===== config.mk =====
export PLATFORM = sky130hd
export DESIGN_NAME = cyber_player_flat
export DESIGN_NICKNAME = d
export VERILOG_FILES = /design/src/rtl/cyber_player_if.sv /design/src/rtl/cyber_player.sv /design/src/flat_wrapper.sv
export SDC_FILE = /design/constraint.sdc
export NUM_CORES = 1
export LEC_CHECK = 0
export CORE_ASPECT_RATIO = 1.2
export CORE_MARGIN = 2
export CORE_UTILIZATION = 47
export CTS_CLUSTER_SIZE = 24
export DETAILED_ROUTE_END_ITERATION = 8
export PLACE_DENSITY = 0.95
export SLEW_MARGIN = 20
export SYNTH_ARGS = -nofsm -noshare
export SYNTH_HDL_FRONTEND = slang
export SYNTH_SLANG_ARGS = --single-unit
export TNS_END_PERCENT = 20

===== constraint.sdc =====
create_clock -name Clock -period 7 [get_ports Clock]
set_input_delay 2.1 -clock Clock [delete_from_list [all_inputs] [get_ports Clock]]
set_output_delay 2.1 -clock Clock [all_outputs]
set_load 0.005 [all_outputs]

===== src/rtl/cyber_player_if.sv =====
// Bundle between the LFSR/switch side and the computer-opponent press generator.
interface cyber_player_if #(parameter int CNT_W = 8);
  logic [9:0]       rnd;
  logic [8:0]       level;
  logic             enable;
  logic             press;
  logic             busy;
  logic [CNT_W-1:0] press_count;

  modport master (output rnd, level, enable, input press, busy, press_count);
  modport slave  (input rnd, level, enable, output press, busy, press_count);
endinterface


===== src/rtl/cyber_player.sv =====
// Computer opponent: turns LFSR values into single-cycle press pulses with a
// fixed cooldown after each press, and keeps a saturating press count.
module cyber_player #(
  parameter int COOLDOWN = 4,
  parameter int CNT_W    = 8
) (
  input  logic          Clock,
  input  logic          Reset,
  cyber_player_if.slave bus
);
  localparam int              CD_W    = (COOLDOWN > 1) ? $clog2(COOLDOWN) : 1;
  localparam logic [CD_W-1:0] CD_LOAD = (COOLDOWN > 0) ? CD_W'(COOLDOWN - 1) : '0;
  localparam logic [CNT_W-1:0] CNT_MAX = '1;

  typedef enum logic [1:0] {IDLE, PRESS, COOL} state_t;

  state_t           state_q, state_d;
  logic [CD_W-1:0]  cd_q, cd_d;
  logic             press_q, busy_q;
  logic [CNT_W-1:0] cnt_q;
  logic             hit;

  // level is zero-extended so rnd >= 512 can never hit
  assign hit = bus.rnd < {1'b0, bus.level};

  always_comb begin
    state_d = state_q;
    cd_d    = cd_q;
    case (state_q)
      IDLE:  if (bus.enable && hit) state_d = PRESS;
      PRESS: begin
        if (COOLDOWN > 0) begin
          state_d = COOL;
          cd_d    = CD_LOAD;
        end else begin
          state_d = IDLE;
        end
      end
      COOL: begin
        if (cd_q == '0) state_d = IDLE;
        else            cd_d    = cd_q - CD_W'(1);
      end
      default: state_d = IDLE;
    endcase
  end

  // press/busy are registered from the next state so they line up with state_q
  always_ff @(posedge Clock) begin
    if (Reset) begin
      state_q <= IDLE;
      cd_q    <= '0;
      press_q <= 1'b0;
      busy_q  <= 1'b0;
      cnt_q   <= '0;
    end else begin
      state_q <= state_d;
      cd_q    <= cd_d;
      press_q <= (state_d == PRESS);
      busy_q  <= (state_d != IDLE);
      if (state_q == IDLE && state_d == PRESS && cnt_q != CNT_MAX)
        cnt_q <= cnt_q + CNT_W'(1);
    end
  end

  assign bus.press       = press_q;
  assign bus.busy        = busy_q;
  assign bus.press_count = cnt_q;
endmodule

===== src/flat_wrapper.sv =====
// flat-port wrapper written by rule: the top's interface ports become plain ports
module cyber_player_flat 
#(
  parameter int COOLDOWN = 4,
  parameter int CNT_W    = 8
)
  (Clock, Reset, bus_rnd, bus_level, bus_enable, bus_press, bus_busy, bus_press_count);
  cyber_player_if #(.CNT_W(CNT_W)) bus_i ();
  input  logic Clock;
  input  logic Reset;
  input wire logic [$bits(bus_i.rnd)-1:0] bus_rnd;
  input wire logic [$bits(bus_i.level)-1:0] bus_level;
  input wire logic [$bits(bus_i.enable)-1:0] bus_enable;
  output wire logic [$bits(bus_i.press)-1:0] bus_press;
  output wire logic [$bits(bus_i.busy)-1:0] bus_busy;
  output wire logic [$bits(bus_i.press_count)-1:0] bus_press_count;
  assign bus_i.rnd = bus_rnd;
  assign bus_i.level = bus_level;
  assign bus_i.enable = bus_enable;
  assign bus_press = bus_i.press;
  assign bus_busy = bus_i.busy;
  assign bus_press_count = bus_i.press_count;
  cyber_player #(.COOLDOWN(COOLDOWN), .CNT_W(CNT_W)) u_core (.Clock(Clock), .Reset(Reset), .bus(bus_i));
endmodule

==> out/qor.txt, run 1 <==
synth unique cells: 28
core area: 0.001851 mm2
largest net degree at the start of global routing: 20
final cell count without fillers: 160
WS Path Type: in2reg
CP Launch Type: input port
# Post-CTS Setup Buffers: 0
CTS buffer count: 3
final slew viol count: 0
Pint: 0.1235 mW
clock root buffer: clkbuf_4
PortBufs: 31
layout cells sized above 1: 6.383%
post-synth net total: 142
vias per cell: 5.488
post-detailed-route count of antenna-violating nets: 0
worst vdd ir: 0.1096 mV
drc violations: 0
CP endpoint kind: flop
final instance area: 0.001256 mm2
Worst Setup SP: bus_level[7]
syn_area_per_cell: 8.349 um2
clk slew on worst S/H paths: 0.08 ns
H-tree level count: 1
CP Max Fanout: 14
clock tree buffer depth: 2
CP arrival: 4.27 ns
Worst Hold Class: reg2reg
Post-DP HPWL: 1.525 mm
post-synthesis instance total: 110
Switch Pwr: 0.04400 mW
Yosys warnings: 0
switch share: 26.26%
Yosys reg bits: 14
Hold Slack: 0.5158 ns
RR Startpoint: u_core.state_q[1]$_SDFF_PP0_
final worst path period need: 4.105 ns
commonest non-fill, non-tap cell in the layout: clkdlybuf4s50_1
sequential fraction of design power: 50.1%
final worst-path cycle share: 58.64%
cell area after synthesis: 918.4 um2
total grt overflow: 0
Die Area: 0.002325 mm2
chip width: 44.35 um
Rows: 17
Hold-fix buffers, CTS: 0
initial antenna violation count: 0
worst rel slew slack: 57.66%
post-synthesis sequential area ratio: 30.52%
status: complete, no violations
Sink Count: 14
setup violators final: 0
MaxCap Viol Count: 0
Final Worst Setup Slack: 2.895 ns
fill cell count: 156
Worst-Skew Late Latency: 0.28 ns
Max stage delay on crit path: 0.45 ns
GP Congestion: 0.8158
Pleak: 0.5150 nW
placed instance count: 157
Clk pwr share: 26.6%
Synth-to-Final Area Change: 36.78%
drt pass-1 iters: 4
Fin Clk Skew: 0.005852 ns
Critical Path, Cell by Cell: clkdlybuf4s50_1, inv_1, ha_1, nand4b_4, or3_4, o221ai_4, nor3_1, mux2_1
CP Data Required Time: 7.17 ns
Final #Nets: 175
Routed WL: 1.911 mm
Max Freq: 243.6 MHz
CTS tree: done
starting DRC count in detailed routing: 4
global-route wire length before repair: 3.180 mm
Post-Place Setup Slack: 2.586 ns
Post-Route Setup TNS: 0 ns
Starting Density: 49.63%
post_cts resized: 0
Comb pwr share: 23.3%
dpl cell area: 0.001234 mm2
die height: 52.42 um
most frequent cells in the layout: clkdlybuf4s50_1 (31), nor2_1 (17), dfxtp_1 (14)
DR WL/cell: 11.94 um
# IOs: 32
pwr dens: 133.4 mW/mm2
vias in the first global route: 809
HP Start: u_core.bus.press_count[7]$_SDFFE_PP0P_
all-layer global routing usage: 18.49%
final hold viol count: 0
slew at the pin closest to its max-slew limit: 0.6331 ns
RSZ-0062 raised after global routing: false
via count: 878
Crit-path slowest cell: clkdlybuf4s50_1
Antenna diodes: 0
[synth_stat cells]
library cell / instances / area share [%]
nor2_1: 17 / 6.9
dfxtp_1: 14 / 31
inv_1: 13 / 5.3
a21oi_1: 10 / 5.4
ha_1: 10 / 14
nor2b_1: 6 / 4.1
mux2_1: 4 / 4.9
nand2_1: 4 / 1.6
nand3_1: 4 / 2.2
nor3_1: 4 / 2.2
or3_1: 4 / 2.7
o21ai_1: 3 / 1.6
nor4_1: 2 / 1.4
buf_1: 1 / 0.41
buf_6: 1 / 1.2
clkbuf_1: 1 / 0.41
mux2_4: 1 / 1.6
mux2i_1: 1 / 1.1
nand2b_1: 1 / 0.68
nand4_1: 1 / 0.68
nand4b_4: 1 / 2.6
nor3_2: 1 / 1.1
o2111a_1: 1 / 1.2
o21a_1: 1 / 0.82
o21ai_0: 1 / 0.54
o21ai_2: 1 / 0.95
o221ai_4: 1 / 2.9
or3_4: 1 / 1.2
[final timing paths]
check	to	slack, ns	cells after the start
setup / recovery	u_core.bus.press_count[3]$_SDFFE_PP0P_	2.90	8
hold / removal	u_core.bus.press_count[7]$_SDFFE_PP0P_	0.52	2
setup reg to reg	u_core.bus.press_count[5]$_SDFFE_PP0P_	5.22	5
hold reg to reg	u_core.bus.press_count[7]$_SDFFE_PP0P_	0.52	2
[worst max-delay path, delay by kind of cell]
kind / cells / cell delay [ns]
AOI/OAI and AO/OA: 1 / 0.36
adders and majority gates: 1 / 0.32
buffers and inverters: 2 / 0.49
muxes: 1 / 0.33
and+or+nand+nor: 3 / 0.66
[power groups by stage]
stage	Clock (mW)	Sequential [mW]	Combinational (mW)
6_report	0.0446	0.0839	0.0390
3_3_place_gp	0	0.0857	0.0373
3_5_place_dp	0	0.0858	0.0390
5_1_grt	0.0500	0.0844	0.0437
2_1_floorplan	0	0.0856	0.0217
4_1_cts	0.0450	0.0839	0.0393
[area by class of cell]
cell class,instances,area (um2),area share (%)
multi-input cells,80,570.5,45.42
repair buffers,31,310.3,24.70
flip-flops and latches,14,280.3,22.31
inverters,13,48.80,3.884
well taps,19,23.77,1.892
clock buffers,3,22.52,1.793
[state kept, by name (all words and copies together), names as in the netlist]
name                    count
u_core.bus.press            1
u_core.bus.busy             1
u_core.bus.press_count      8
u_core.state_q              2
u_core.cd_q                 2
[logic make-up (layout without fill, tap and decap cells)]
family	count (synthesis)	count (layout)	synth area share [%]
fa+ha+maj	10	10	13.62
mux	6	6	7.629
compound gates	18	18	13.49
flops	14	14	30.52
simple gates	46	46	27.38
buf+inv	16	47	7.356
[stage by stage]
step | util, % | power, mW
after floorplan | - | 0.1072
final | 67.88 | 0.1675
after CTS | 67.88 | 0.1682
after global placement | 66.67 | 0.1230
after global routing | 67.88 | 0.1781
after detailed placement | 66.67 | 0.1248
[routing by layer]
| metal | share of wire, % | vias up | wire length (um) | global-route usage [%] |
|---|---|---|---|---|
| met5 | 0 | - | 0 | 0 |
| met4 | 2.0 | 0 | 38 | 9.091 |
| met2 | 47 | 39 | 894 | 31.62 |
| met3 | 9.5 | 4 | 182 | 4.138 |
| met1 | 42 | 395 | 795 | 21.26 |
| li1 | - | 440 | - | - |
No activity file was read; power rests on OpenSTA's default activity.
==> run 2: changes to the inputs <==
--- a/config.mk
+++ b/config.mk
@@ -7,10 +7,10 @@
 export LEC_CHECK = 0
 export CORE_ASPECT_RATIO = 1.2
 export CORE_MARGIN = 2
-export CORE_UTILIZATION = 47
+export CORE_UTILIZATION = 44
 export CTS_CLUSTER_SIZE = 24
 export DETAILED_ROUTE_END_ITERATION = 8
-export PLACE_DENSITY = 0.95
+export PLACE_DENSITY = 0.9
 export SLEW_MARGIN = 20
 export SYNTH_ARGS = -nofsm -noshare
 export SYNTH_HDL_FRONTEND = slang
==> constraint.sdc (replaced) <==
create_clock -name Clock -period 3.8 [get_ports Clock]
set_input_delay 1.14 -clock Clock [delete_from_list [all_inputs] [get_ports Clock]]
set_output_delay 1.14 -clock Clock [all_outputs]
set_load 0.005 [all_outputs]
==> out/qor.txt, run 2 (synthesis results as in run 1) <==
Antenna diodes: 0
Post-DP HPWL: 1.672 mm
fill cell count: 165
Max Freq: 317.5 MHz
CTS buffer count: 3
RSZ-0062 raised after global routing: false
CP Data Required Time: 3.98 ns
post_cts resized: 0
pwr dens: 264.1 mW/mm2
worst vdd ir: 0.1881 mV
Post-Place Setup Slack: 0.3295 ns
clock root buffer: clkbuf_4
Final Worst Setup Slack: 0.6499 ns
dpl cell area: 0.001235 mm2
final worst-path cycle share: 82.90%
Pleak: 0.5222 nW
initial antenna violation count: 0
final hold viol count: 0
CP arrival: 3.33 ns
clock tree buffer depth: 2
largest net degree at the start of global routing: 20
WS Path Type: in2reg
CP Launch Type: input port
commonest non-fill, non-tap cell in the layout: clkdlybuf4s50_1
worst rel slew slack: 58.19%
Rows: 18
starting DRC count in detailed routing: 15
Max stage delay on crit path: 0.45 ns
Final #Nets: 175
PortBufs: 31
vias per cell: 5.426
Storage cell area: 280.3 um2
total grt overflow: 0
post-detailed-route count of antenna-violating nets: 0
vias in the first global route: 881
MaxCap Viol Count: 0
status: complete, no violations
Fin Clk Skew: 0.009243 ns
final instance area: 0.001271 mm2
setup violators final: 0
Worst Hold Class: reg2reg
clk slew on worst S/H paths: 0.09 ns
H-tree level count: 1
max reg flops: 8
Worst-Skew Late Latency: 0.29 ns
GP Congestion: 0.8046
Routed WL: 2.115 mm
Critical Path, Cell by Cell: clkdlybuf4s50_1, inv_1, ha_1, nand4b_4, or3_4, o221ai_4, nor4_1, mux2_1
CP endpoint kind: flop
most frequent cells in the layout: clkdlybuf4s50_1 (31), nor2_1 (17), dfxtp_1 (14)
# Post-CTS Setup Buffers: 0
chip width: 45.71 um
global-route wire length before repair: 3.360 mm
Top delay family on crit path: simple AND/OR/NAND/NOR gates
DR WL/cell: 13.06 um
worst path buffer plus inverter count: 2
die height: 54.05 um
Die Area: 0.002470 mm2
all-layer global routing usage: 19.34%
drc violations: 0
Hold-fix buffers, CTS: 0
slew at the pin closest to its max-slew limit: 0.6252 ns
multi-input logic area: 570.5 um2
final worst path period need: 3.150 ns
final slew viol count: 0
drt pass-1 iters: 4
core area: 0.002027 mm2
Crit-path slowest cell: clkdlybuf4s50_1
total chip power: 0.3358 mW
# IOs: 32
Post-Route Setup TNS: 0 ns
layout cells sized above 1: 7.042%
Synth-to-Final Area Change: 38.42%
CTS tree: done
via count: 879
Sink Count: 14
Starting Density: 45.31%
CP Max Fanout: 14
[run 2: cell types whose count changed in the layout (fill, tap and decap cells not counted), sizes merged]
cell | previous run | this run
clkbuf | 3 | 4
[run 2: worst paths after layout]
path	endpoint	startpoint	slack (ns)	cells past startpoint
hold reg to reg	u_core.cd_q[1]$_SDFFE_PP0P_	u_core.cd_q[1]$_SDFFE_PP0P_	0.52	2
setup reg to reg	u_core.bus.press_count[5]$_SDFFE_PP0P_	u_core.state_q[1]$_SDFF_PP0_	1.92	5
hold / removal	u_core.cd_q[1]$_SDFFE_PP0P_	u_core.cd_q[1]$_SDFFE_PP0P_	0.52	2
setup / recovery	u_core.bus.press_count[5]$_SDFFE_PP0P_	bus_level[7]	0.65	8
[run 2: metrics by stage]
stage               hold slack (ns)  utilization, %  std cells
floorplan                    0.4813               -        110
global placement             0.4870           60.93        158
detailed placement           0.4974           60.93        158
CTS                          0.5122           62.72        162
global route                 0.5288           62.72        162
finish                       0.5213           62.72        162
[run 2: metal layers]
metal | GRT usage, % | wire [um] | share of wire, % | vias to the layer above
met4 | 10.00 | 33 | 1.6 | 0
met1 | 15.54 | 761 | 36 | 387
met3 | 5.034 | 176 | 8.3 | 7
met2 | 40.14 | 1144 | 54 | 42
met5 | 0 | 0 | 0 | -
li1 | - | - | - | 443
[run 2: worst min-delay path, stage by stage, from the launching register on]
cell,delay (ns)
dfxtp_1,0.33
nor2_1,0.10
nor3_1,0.05
[run 2: final cells by class]
class                           count  area share [%]
Tap cell                           20           1.969
Clock buffer                        4           2.854
Inverter                           13           3.839
Timing Repair Buffer               31           24.41
Multi-Input combinational cell     80           44.88
Sequential cell                    14           22.05
[run 2: where the power goes]
part / switching [mW] / internal (mW)
combinational: 0.0326 / 0.0399
sequential: 0.00381 / 0.151
clock: 0.0500 / 0.0584
==> run 3: changes to the inputs <==
==> constraint.sdc (replaced) <==
create_clock -name Clock -period 3 [get_ports Clock]
set_input_delay 0.9 -clock Clock [delete_from_list [all_inputs] [get_ports Clock]]
set_output_delay 0.9 -clock Clock [all_outputs]
set_load 0.005 [all_outputs]
==> out/qor.txt, run 3 (synthesis results as in run 1) <==
PortBufs: 31
CTS buffer count: 3
Die Area: 0.002470 mm2
Rows: 18
# Post-CTS Setup Buffers: 0
clock root buffer: clkbuf_4
max reg flops: 8
Synth-to-Final Area Change: 40.05%
slew at the pin closest to its max-slew limit: 0.6330 ns
drc violations: 0
vias in the first global route: 849
Sink Count: 14
Finished Core Util: 63.46%
DR WL/cell: 12.13 um
clk slew on worst S/H paths: 0.08 ns
Hold-fix buffers, CTS: 0
Clk pwr share: 31.8%
Worst Hold Class: reg2reg
WHS Path Cells: 2
worst r2r dst: u_core.bus.press_count[7]$_SDFFE_PP0P_
final cell count without fillers: 164
CP arrival: 2.95 ns
final slew viol count: 0
CP endpoint kind: flop
CP Max Fanout: 8
Comb pwr share: 21.9%
largest net degree at the start of global routing: 20
GP Congestion: 0.7889
core area: 0.002027 mm2
total grt overflow: 0
worst vdd ir: 0.2481 mV
final worst path period need: 2.771 ns
setup violators final: 0
layout cells sized above 1: 8.333%
Starting Density: 45.31%
Final Worst Setup Slack: 0.2287 ns
global-route wire length before repair: 3.139 mm
status: complete, no violations
switch share: 25.03%
Post-DP HPWL: 1.633 mm
post-detailed-route count of antenna-violating nets: 0
via count: 879
die height: 54.05 um
Hold Slack: 0.5233 ns
starting DRC count in detailed routing: 4
RR Startpoint: u_core.bus.press_count[0]$_SDFFE_PP0P_
final worst-path cycle share: 92.38%
commonest non-fill, non-tap cell in the layout: clkdlybuf4s50_1
final hold viol count: 0
pwr dens: 329.2 mW/mm2
Switch Pwr: 0.1060 mW
Worst R2R Path Depth: 6
sequential fraction of design power: 46.3%
WS Path Type: in2reg
FF-to-FF setup slack: 1.24 ns
post_cts resized: 0
H-tree level count: 1
fill cell count: 178
MaxCap Viol Count: 0
worst rel slew slack: 57.67%
Pleak: 0.5308 nW
all-layer global routing usage: 17.56%
clock tree buffer depth: 2
vias per cell: 5.360
Fin Clk Skew: 0.003957 ns
Antenna diodes: 0
HP Start: u_core.bus.press_count[7]$_SDFFE_PP0P_
Worst-Skew Late Latency: 0.28 ns
CP Launch Type: input port
Pint: 0.3175 mW
hold path endpoint: u_core.bus.press_count[7]$_SDFFE_PP0P_
most frequent cells in the layout: clkdlybuf4s50_1 (31), nor2_1 (17), dfxtp_1 (14)
Max Freq: 360.8 MHz
CP Data Required Time: 3.18 ns
Routed WL: 1.989 mm
# IOs: 32
chip width: 45.71 um
Final #Nets: 177
placed instance count: 160
drt pass-1 iters: 5
initial antenna violation count: 0
RSZ-0062 raised after global routing: false
CTS tree: done
Post-Place Setup Slack: -0.09129 ns
-- run 3: changes by cell type in the layout (fill, tap and decap cells not counted), sizes merged --
cell | before | now
buf | 0 | 2
-- run 3: area by class of cell --
type                       count  area (um2)  area share [%]
inverter                      13       48.80           3.794
multi-input combinational     80       570.5           44.36
clock buffer                   4       36.28           2.821
sequential                    14       280.3           21.79
tap                           20       25.02           1.946
timing repair buffer          33       325.3           25.29
-- run 3: critical path, stage by stage --
cell and delay [ns]:
clkdlybuf4s50_1 0.45, inv_1 0.04, ha_1 0.32, nand4b_4 0.12
or3_4 0.41, o221ai_4 0.28, nor4_1 0.10, mux2_1 0.32
-- run 3: through the flow --
| stage | setup TNS (ns) | power, mW | area [um2] |
|---|---|---|---|
| final | 0 | 0.4235 | 1286 |
| after global routing | 0 | 0.4448 | 1286 |
| after CTS | 0 | 0.4275 | 1286 |
| after detailed placement | -0.4505 | 0.2944 | 1250 |
| after global placement | -0.1078 | 0.2884 | 1250 |
| after floorplan | 0 | 0.2502 | 918.4 |
-- run 3: how the worst max path moves through the flow --
| stage | from | end | slack, ns | cells past startpoint |
|---|---|---|---|---|
| 6_report | bus_level[7] | u_core.bus.press_count[5]$_SDFFE_PP0P_ | 0.23 | 8 |
| 5_1_grt | bus_level[7] | u_core.bus.press_count[5]$_SDFFE_PP0P_ | 0.10 | 8 |
| 4_1_cts | bus_level[8] | u_core.bus.press_count[5]$_SDFFE_PP0P_ | 0.20 | 8 |
| 3_5_place_dp | bus_level[8] | u_core.bus.press_count[5]$_SDFFE_PP0P_ | -0.09 | 8 |
| 3_3_place_gp | bus_level[7] | u_core.bus.press_count[3]$_SDFFE_PP0P_ | -0.03 | 8 |
| 2_1_floorplan | bus_level[7] | u_core.bus.press_count[2]$_SDFFE_PP0P_ | 0.40 | 8 |
-- run 3: power by group through the flow --
stage	logic [mW]	registers, mW	clock network [mW]
2_1_floorplan	0.0505	0.200	0
3_3_place_gp	0.0886	0.200	0
3_5_place_dp	0.0939	0.201	0
4_1_cts	0.0944	0.196	0.137
5_1_grt	0.105	0.197	0.143
6_report	0.0928	0.196	0.134
-- run 3: layer usage --
| metal | global-route usage [%] | vias to the layer above | part of all wire, % |
|---|---|---|---|
| met1 | 14.55 | 399 | 38 |
| met3 | 3.020 | 4 | 7.4 |
| met4 | 8.571 | 0 | 1.2 |
| li1 | - | 447 | - |
| met5 | 0 | - | 0 |
| met2 | 37.32 | 29 | 53 |
